`src/rtl/psum_ofifo_if.sv`:
```
// Row-realigning psum FIFO bus: column write side from mac_array, row read side to SFU.
interface psum_ofifo_if #(
  parameter int col     = 8,
  parameter int bw_psum = 22
);
  logic [col*bw_psum-1:0] in;
  logic [col-1:0]         wr;
  logic                   rd;
  logic [col*bw_psum-1:0] out;
  logic                   o_valid;
  logic                   o_full;
  logic                   o_ready;
  logic                   o_overflow;
  logic                   o_underflow;

  modport master (
    output in, wr, rd,
    input  out, o_valid, o_full, o_ready, o_overflow, o_underflow
  );
  modport slave (
    input  in, wr, rd,
    output out, o_valid, o_full, o_ready, o_overflow, o_underflow
  );
endinterface

```
`src/rtl/psum_ofifo.sv`:
```
// psum_ofifo: per-column circular buffers that absorb mac_array column skew and
// present one complete row at a time (first-word-fall-through), popped as a unit.

// One column lane: circular buffer with wrap-bit pointers.
module psum_ofifo_col #(
  parameter int bw_psum = 22,
  parameter int depth   = 16
) (
  input  logic               clk,
  input  logic               reset,
  input  logic               wr_i,
  input  logic [bw_psum-1:0] din_i,
  input  logic               pop_i,
  output logic [bw_psum-1:0] dout_o,
  output logic               empty_o,
  output logic               full_o,
  output logic               drop_o
);
  localparam int AW = $clog2(depth);

  logic [bw_psum-1:0] mem_q [depth];
  logic [AW:0]        wp_q, wp_d, rp_q, rp_d;
  logic               we;

  assign empty_o = (wp_q == rp_q);
  assign full_o  = (wp_q[AW-1:0] == rp_q[AW-1:0]) && (wp_q[AW] != rp_q[AW]);
  // A pop in the same cycle frees the head slot, so a full column still accepts.
  assign we      = wr_i & (~full_o | pop_i);
  assign drop_o  = wr_i & full_o & ~pop_i;
  assign wp_d    = we    ? wp_q + (AW+1)'(1) : wp_q;
  assign rp_d    = pop_i ? rp_q + (AW+1)'(1) : rp_q;
  assign dout_o  = mem_q[rp_q[AW-1:0]];

  // Pointer state; wraps modulo 2*depth naturally through the extra MSB.
  always_ff @(posedge clk or negedge reset) begin
    if (!reset) begin
      wp_q <= '0;
      rp_q <= '0;
    end else begin
      wp_q <= wp_d;
      rp_q <= rp_d;
    end
  end

  // Storage is not cleared by reset; writes are suppressed while reset is held.
  always_ff @(posedge clk) begin
    if (we && reset) mem_q[wp_q[AW-1:0]] <= din_i;
  end
endmodule

module psum_ofifo #(
  parameter int col     = 8,
  parameter int bw_psum = 22,
  parameter int depth   = 16
) (
  input  logic        clk,
  input  logic        reset,
  psum_ofifo_if.slave bus
);
  logic [col-1:0] empty, full, drop;
  logic           valid, pop;
  logic           ovf_q, ovf_d, udf_q, udf_d;

  // Row is only visible once every column holds its entry.
  assign valid = ~|empty;
  assign pop   = bus.rd & valid;

  for (genvar c = 0; c < col; c++) begin : g_col
    psum_ofifo_col #(.bw_psum(bw_psum), .depth(depth)) u_col (
      .clk     (clk),
      .reset   (reset),
      .wr_i    (bus.wr[c]),
      .din_i   (bus.in[c*bw_psum +: bw_psum]),
      .pop_i   (pop),
      .dout_o  (bus.out[c*bw_psum +: bw_psum]),
      .empty_o (empty[c]),
      .full_o  (full[c]),
      .drop_o  (drop[c])
    );
  end

  assign ovf_d = ovf_q | (|drop);
  assign udf_d = udf_q | (bus.rd & ~valid);

  // Sticky error flags, cleared only by reset.
  always_ff @(posedge clk or negedge reset) begin
    if (!reset) begin
      ovf_q <= 1'b0;
      udf_q <= 1'b0;
    end else begin
      ovf_q <= ovf_d;
      udf_q <= udf_d;
    end
  end

  assign bus.o_valid     = valid;
  assign bus.o_full      = |full;
  assign bus.o_ready     = ~(|full);
  assign bus.o_overflow  = ovf_q;
  assign bus.o_underflow = udf_q;
endmodule

```
`src/flat_wrapper.sv`:
```
// flat-port wrapper written by rule: the top's interface ports become plain ports
module psum_ofifo_flat 
#(
  parameter int col     = 8,
  parameter int bw_psum = 22,
  parameter int depth   = 16
)
  (clk, reset, bus_in, bus_wr, bus_rd, bus_out, bus_o_valid, bus_o_full, bus_o_ready, bus_o_overflow, bus_o_underflow);
  psum_ofifo_if #(.col(col), .bw_psum(bw_psum)) bus_i ();
  input  logic clk;
  input  logic reset;
  input wire logic [$bits(bus_i.in)-1:0] bus_in;
  input wire logic [$bits(bus_i.wr)-1:0] bus_wr;
  input wire logic [$bits(bus_i.rd)-1:0] bus_rd;
  output wire logic [$bits(bus_i.out)-1:0] bus_out;
  output wire logic [$bits(bus_i.o_valid)-1:0] bus_o_valid;
  output wire logic [$bits(bus_i.o_full)-1:0] bus_o_full;
  output wire logic [$bits(bus_i.o_ready)-1:0] bus_o_ready;
  output wire logic [$bits(bus_i.o_overflow)-1:0] bus_o_overflow;
  output wire logic [$bits(bus_i.o_underflow)-1:0] bus_o_underflow;
  assign bus_i.in = bus_in;
  assign bus_i.wr = bus_wr;
  assign bus_i.rd = bus_rd;
  assign bus_out = bus_i.out;
  assign bus_o_valid = bus_i.o_valid;
  assign bus_o_full = bus_i.o_full;
  assign bus_o_ready = bus_i.o_ready;
  assign bus_o_overflow = bus_i.o_overflow;
  assign bus_o_underflow = bus_i.o_underflow;
  psum_ofifo #(.col(col), .bw_psum(bw_psum), .depth(depth)) u_core (.clk(clk), .reset(reset), .bus(bus_i));
endmodule
```
`config.mk`:
```
export PLATFORM = sky130hd
export DESIGN_NAME = psum_ofifo_flat
export DESIGN_NICKNAME = d
export VERILOG_FILES = /design/src/rtl/psum_ofifo_if.sv /design/src/rtl/psum_ofifo.sv /design/src/flat_wrapper.sv
export SDC_FILE = /design/constraint.sdc
export NUM_CORES = 2
export LEC_CHECK = 0
export CORE_ASPECT_RATIO = 1.1
export CORE_MARGIN = 2
export CORE_UTILIZATION = 50
export DETAILED_ROUTE_END_ITERATION = 8
export GPL_TIMING_DRIVEN = 1
export PLACE_DENSITY = 0.74
export SETUP_SLACK_MARGIN = 0.15
export SYNTH_ARGS = -nofsm -noshare
export SYNTH_HDL_FRONTEND = slang
export SYNTH_HIERARCHICAL = 1
export SYNTH_SLANG_ARGS = --single-unit
```
`constraint.sdc`:
```
create_clock -name clk -period 5.7 [get_ports clk]
set_input_delay 0.855 -clock clk [delete_from_list [all_inputs] [get_ports clk]]
set_output_delay 0.855 -clock clk [all_outputs]
set_load 0.005 [all_outputs]
```
# Yosys cells after proc, flatten, opt, wreduce, memory -nomap -nowiden
# Memories as Yosys holds them, arrays and structs flattened.
# Cells that the tools add are included.
# W data, S select, Z words.
[op_classes]
addsub = 16
n_mul = 0
bitwise_logic = 46
n_reduce_logical = 20
n_mux = 16
order_cmp = 0
shifts = 0
eq_ne = 24
div = 0
[op_table]
columns = ["cell", "n"]
rows = [
  ["$add A5 B1 Y5 const B", 16],
  ["$eq A5 B5 Y1", 8],
  ["$eq A4 B4 Y1", 8],
  ["$and A1 B1 Y1", 26],
  ["$reduce_or A8 Y1", 3],
  ["$logic_and A1 B1 Y1", 16],
  ["$mux W1", 16],
  ["$not A1 Y1", 10],
  ["$or A1 B1 Y1", 10],
  ["$ne A1 B1 Y1", 8],
  ["$logic_not A1 Y1", 1],
]
[word_totals]
mem_bits_rw = 2816
in_bits = 187
n_memories = 8
mem_bits_ro = 0
output_inout_bits = 181
wordCells = 148
latch_bits = 0
ff_bits = 82
[memory_table]
columns = ["name", "depth", "width", "read_ports", "rd_ports_with_merged_regs", "write_ports", "line", "text"]
rows = [
  ["u_core.g_col[0].u_col.mem_q", 16, 22, 1, 0, 1, "psum_ofifo.sv:21", "logic [bw_psum-1:0] mem_q [depth];"],
  ["u_core.g_col[1].u_col.mem_q", 16, 22, 1, 0, 1, "psum_ofifo.sv:21", ""],
  ["u_core.g_col[2].u_col.mem_q", 16, 22, 1, 0, 1, "psum_ofifo.sv:21", ""],
  ["u_core.g_col[3].u_col.mem_q", 16, 22, 1, 0, 1, "psum_ofifo.sv:21", ""],
  ["u_core.g_col[4].u_col.mem_q", 16, 22, 1, 0, 1, "psum_ofifo.sv:21", ""],
  ["u_core.g_col[5].u_col.mem_q", 16, 22, 1, 0, 1, "psum_ofifo.sv:21", ""],
  ["+2 memories", "-", "-", "-", "-", "-", "-", ""],
]

# Depth between registers and ports, before layout
[logic_depth]
word_depth = 9
mapped_depth = 13
mapped_depth_nobuf = 10

# Cells and area by module
# Netlist, hierarchy kept.
[modules_own_cells]
columns = ["module", "area_per_inst_um2", "seq_area_each_um2", "n_inst", "cells_each"]
rows = [
  ["psum_ofifo_col (u_core.g_col[0].u_col ...)", 14378.8, 10820.4, 6, 681],
  ["psum_ofifo_col (u_core.g_col[6].u_col)", 14239.9, 10820.4, 1, 685],
  ["psum_ofifo_col (u_core.g_col[7].u_col)", 14137.3, 10820.4, 1, 666],
  ["psum_ofifo", 136.4, 50.0, 1, 16],
]

# Worst setup path before layout
# OpenSTA, ideal clock, no wires.
[synth_path]
kind = "register -> register"
startpoint = "register u_core.g_col[1].u_col.rp_q[1]"
endpoint = "memory u_core.g_col[0].u_col.mem_q[7][0], enable pin"
synth_period_minus_slack_ns = 5.944
path_buffers = 3
path_stages_with_launch = 12
setup_time_ns = 0.465
required_ns = 5.235
arrival_ns = 5.479
slack_ns = -0.244
cell_sequence = "dfrtp_1 > buf_6 > buf_6 > xnor2_1 > nand4_1 > nor2b_1 > or4_4 > nor2_2 > and2_1 > nor3_2 > buf_4 > nor4b_1"
[synth_between]
elab_chain_cells = 9
[synth_lines]
columns = ["element", "line", "text"]
rows = [
  ["start: declaration", "psum_ofifo.sv:22", "logic [AW:0] wp_q, wp_d, rp_q, rp_d;"],
  ["start signal: assignment", "psum_ofifo.sv:41", "rp_q <= rp_d;"],
  ["$eq A5 B5 Y1", "psum_ofifo.sv:25", "assign empty_o = (wp_q == rp_q);"],
  ["via u_core.empty[1]", "psum_ofifo.sv:60", "logic [col-1:0] empty, full, drop;"],
  ["$reduce_or A8 Y1", "psum_ofifo.sv:65", "assign valid = ~|empty;"],
  ["$logic_not A1 Y1", "psum_ofifo.sv:65", ""],
  ["via bus_o_valid", "flat_wrapper.sv:16", "output wire logic [$bits(bus_i.o_valid)-1:0] bus_o_valid;"],
  ["$and A1 B1 Y1", "psum_ofifo.sv:66", "assign pop = bus.rd & valid;"],
  ["via u_core.pop", "psum_ofifo.sv:61", "logic valid, pop;"],
  ["$or A1 B1 Y1", "psum_ofifo.sv:28", "assign we = wr_i & (~full_o | pop_i);"],
  ["$and A1 B1 Y1", "psum_ofifo.sv:28", ""],
  ["$logic_and A1 B1 Y1", "psum_ofifo.sv:47", "if (we && reset) mem_q[wp_q[AW-1:0]] <= din_i;"],
  ["$mux W1", "psum_ofifo.sv:47", ""],
  ["$mux W1 (not written as such)", "psum_ofifo.sv:47", ""],
  ["end: declaration", "psum_ofifo.sv:21", ""],
]
# The timed path passes the listed nets, and every way through them passes these cells.

# Final worst setup path
[layout_path]
startpoint = "register u_core.g_col[5].u_col.rp_q[1]"
endpoint = "output port bus_out[124]"
[layout_between]
elab_chain_cells = 1
[layout_lines]
columns = ["element", "line", "text"]
rows = [
  ["start: declaration", "psum_ofifo.sv:22", ""],
  ["start signal: assignment", "psum_ofifo.sv:41", ""],
  ["$mem_v2 Z16 W22", "-", ""],
  ["end: declaration", "flat_wrapper.sv:15", "output wire logic [$bits(bus_i.out)-1:0] bus_out;"],
]
# Every way passes these cells.

==> out/metrics.csv <==
stage;metric;value;unit
grt;first-pass GRT wire length;376900;um
yosys;asr flop ratio synth;2.830;%
critical_path;Bufs and invs on worst path;2;
yosys;top-count cell post-synth;edfxtp_1;
critical_path;Data arrival, critical path;4.45;ns
floorplanning;initial core utilization;50.26;%
critical_path;Worst Path Max Fanout;64;
placement;I/O Buffers;367;
floorplanning;Die H;506.5;um
cts;CTS clock-pin slew for the worst setup and hold paths;0.06;ns
sta;Slew HR;6.591;%
critical_path;top cell family by delay on the critical path;buffers and inverters;
critical_path;Worst setup EP type;output port;
critical_path;crit-path max cell delay;0.91;ns
pwr;total power draw;64.68;mW
cells_and_area;area occupied by multi-input gates;26000;um2
sta;final setup violation count;0;
sta;RSZ-0062 raised after global routing;no;
route;Pre-Repair DR Iteration Count;5;
cts;H-tree levels;5;
pwr;Peak supply drop;418.1;uV
pwr;Combinational Power Share;30.5;%
yosys;Netlist cell types;47;
grt;Tot GR Track Use;21.59;%
sta;fin crit share;93.01;%
route;DRC viols;0;
status;outcome;completed;
grt;gr ovfl total;0;
pwr;sequential cell fraction of total power;40.8;%
grt;initial antenna violation count;43;
cells_and_area;Finished Cell Area;131700;um2
yosys;syn_area_per_cell;21.05;um2
pwr;Power Dens Cells;491.0;nW/um2
floorplanning;row cnt;184;
placement;Placed Cells;8789;
worst_hold_path;Hold Path Class;flop to flop;
yosys;Synth warnings;6;
sta;Pins Over Slew Limit;0;
yosys;Synth top cells by count;edfxtp_1 (2816), mux4_2 (408), mux2_2 (312);
critical_path;crit path cell chain;buf_4 -> mux2_2 -> o221ai_1 -> o21ai_1 -> a221o_1 -> clkdlybuf4s50_1;
placement;DP HPWL;149800;um
sta;worst-margin pin slew;1.400;ns
route;via count;56190;
cts;root buf cell;clkbuf_16;
route;wire length per cell;27.21;um
floorplanning;Die W;460.8;um
cells_and_area;share of layout cells above drive strength 1;24.18;%
yosys;Seq/Total Area, Yosys;75.46;%
route;drt via density;6.027;
route;1st-iter DRT viols;5539;
sta;Worst Hold Slack;0.4720;ns
yosys;EDFF count, synth;2816;
grt;largest net degree at the start of global routing;92;
cells_and_area;non-filler cells in the finished layout;9323;
grt;vias in the first global route;57720;
floorplanning;core area;228400;um2
pwr;LEAKAGE;42.60;nW
cts;clk sink count;2898;
floorplanning;die area;233400;um2
placement;RePlAce Congestion;0.7985;
placement;placed cell area;122500;um2
cts;CTS tree;built;
cells_and_area;register area;86680;um2
route;post-route ant nets;0;
sta;Final Hold Viols;0;
job;max-cap violations;0;
yosys;largest area contributor in the netlist;edfxtp_1;
pwr;switching power total;19.48;mW
sta;Period minus WS final;5.302;ns
yosys;Post-Synthesis Net Count;5680;
yosys;Post-synth top flop;edfxtp_1;
critical_path;critical-path cell with the highest stage delay;dfrtp_4;
critical_path;kind of critical path;flop to output port;
floorplanning;# IOs;368;
critical_path;data required time of the worst path;4.85;ns
pwr;Sw Share;30.12;%
critical_path;CP Launch Type;flop;
pwr;clock power share;28.7;%
yosys;Post-Syn Area;114800;um2
cts;TritonCTS buffer count;304;
sta;Final Skew;0.08409;ns
sta;Max Fclk;0.1886;GHz
cts;worst skew pair latency;0.95;ns
cells_and_area;Filler cells;16290;
yosys;synthesized flop and latch total;2898;
cells_and_area;final core utilization;57.68;%
yosys;Yosys top cell area share;73.67;%
route;final wirelength;253700;um
pwr;Internal;45.20;mW
cells_and_area;area grow syn2layout;14.76;%
yosys;main area contributors after synthesis;edfxtp_1 (74%), mux4_2 (8.0%), mux2_2 (3.1%);
yosys;Syn Inst Count;5453;
cts;Setup Fix Bufs, Post-CTS;0;
cells_and_area;Final #Nets;6254;
cts;Clock Path Buffers;4;
-- logic make-up after synthesis --
logic type                 Yosys count  share of synthesized area [%]
xor gates and xnor gates           104                         0.7935
and+or+nand+nor                    473                          2.570
buffers and inverters              487                          2.556
muxes                              918                          14.53
adders and majority gates           40                         0.4360
AOI/OAI and AO/OA                  533                          3.662
DFF                               2898                          75.46
-- flip-flops by register name, summed over array words and instances, names as in the netlist --
| name | count |
|---|---|
| u_core/bus.o_overflow | 1 |
| u_core/bus.o_underflow | 1 |
| u_core/g_col.u_col/mem_q | 2816 |
| u_core/g_col.u_col/rp_q | 40 |
| u_core/g_col.u_col/wp_q | 40 |
-- per-stage QoR --
| stage | TNS (ns) | setup WS [ns] |
|---|---|---|
| after detailed placement | 0 | 0.8063 |
| after global placement | 0 | 0.9143 |
| after global routing | 0 | 0.1800 |
| after floorplan | -264.03 | -0.2438 |
| after CTS | 0 | 0.1580 |
| final | 0 | 0.3985 |
-- layout make-up --
type                    count  share of cell area, %
inverters                 175                 0.4986
multi-input cells        2068                  19.74
clock buffers             378                  6.082
clock inverters           138                 0.9071
flip-flops and latches   2898                  65.80
repair buffers            580                  4.026
diodes                     17                0.03229
well taps                3069                  2.915
-- final timing paths --
path                                                            from                                       endpoint  slack [ns]  cells after the start
max                        u_core/g_col[5].u_col/rp_q[1]$_DFFE_PN0P_                                   bus_out[124]        0.40                      6
min                                 u_core/bus.o_underflow$_DFF_PN0_               u_core/bus.o_underflow$_DFF_PN0_        0.47                      1
max reg2reg                u_core/g_col[1].u_col/rp_q[1]$_DFFE_PN0P_  u_core/g_col[5].u_col/mem_q[10][19]$_DFFE_PP_        0.90                      9
min reg2reg                         u_core/bus.o_underflow$_DFF_PN0_               u_core/bus.o_underflow$_DFF_PN0_        0.47                      1
max in group asynchronous                                      reset      u_core/g_col[4].u_col/rp_q[1]$_DFFE_PN0P_        3.90                      4
min in group asynchronous                                      reset      u_core/g_col[3].u_col/wp_q[3]$_DFFE_PN0P_        0.52                      2
-- power by group through the flow --
stage,registers [mW],clock network [mW],logic [mW]
after global routing,26.6,19.8,21.0
final,26.4,18.6,19.8
after detailed placement,26.8,0,19.8
after global placement,26.7,0,19.6
after floorplan,25.6,0,13.7
after CTS,26.4,19.0,19.9
-- timing repair --
action / 4_1_cts / 5_1_grt
hold buffers: 1 / 0
gates resized for setup: 1 / 3
endpoints found under the setup margin: 1 / 19
hold endpoints to repair: 22 / 0
-- metal layers --
layer / track usage, % / routed length (um)
met5: 0 / 186
met4: 7.801 / 8102
met3: 4.282 / 18840
met2: 35.37 / 126700
met1: 28.92 / 99860
-- placed cells by master, fill, tap and decap left out, drive strengths merged, types with 22 or more instances in the layout --
cell type	n
edfxtp	2816
xnor2	77
nor4	27
nor4b	48
and2b	90
o21ai	178
inv	184
a22oi	22
clkbuf	378
nand4	34
nor2	43
nand3	27
ha	40
nor3	59
xor2	27
nand2	37
nor2b	79
o221ai	154
mux4	528
a221o	154
buf	213
a32oi	22
mux2i	66
clkdlybuf4s50	366
clkinv	105
mux2	324
dfrtp	82
Power figures use the tool's default switching activity.
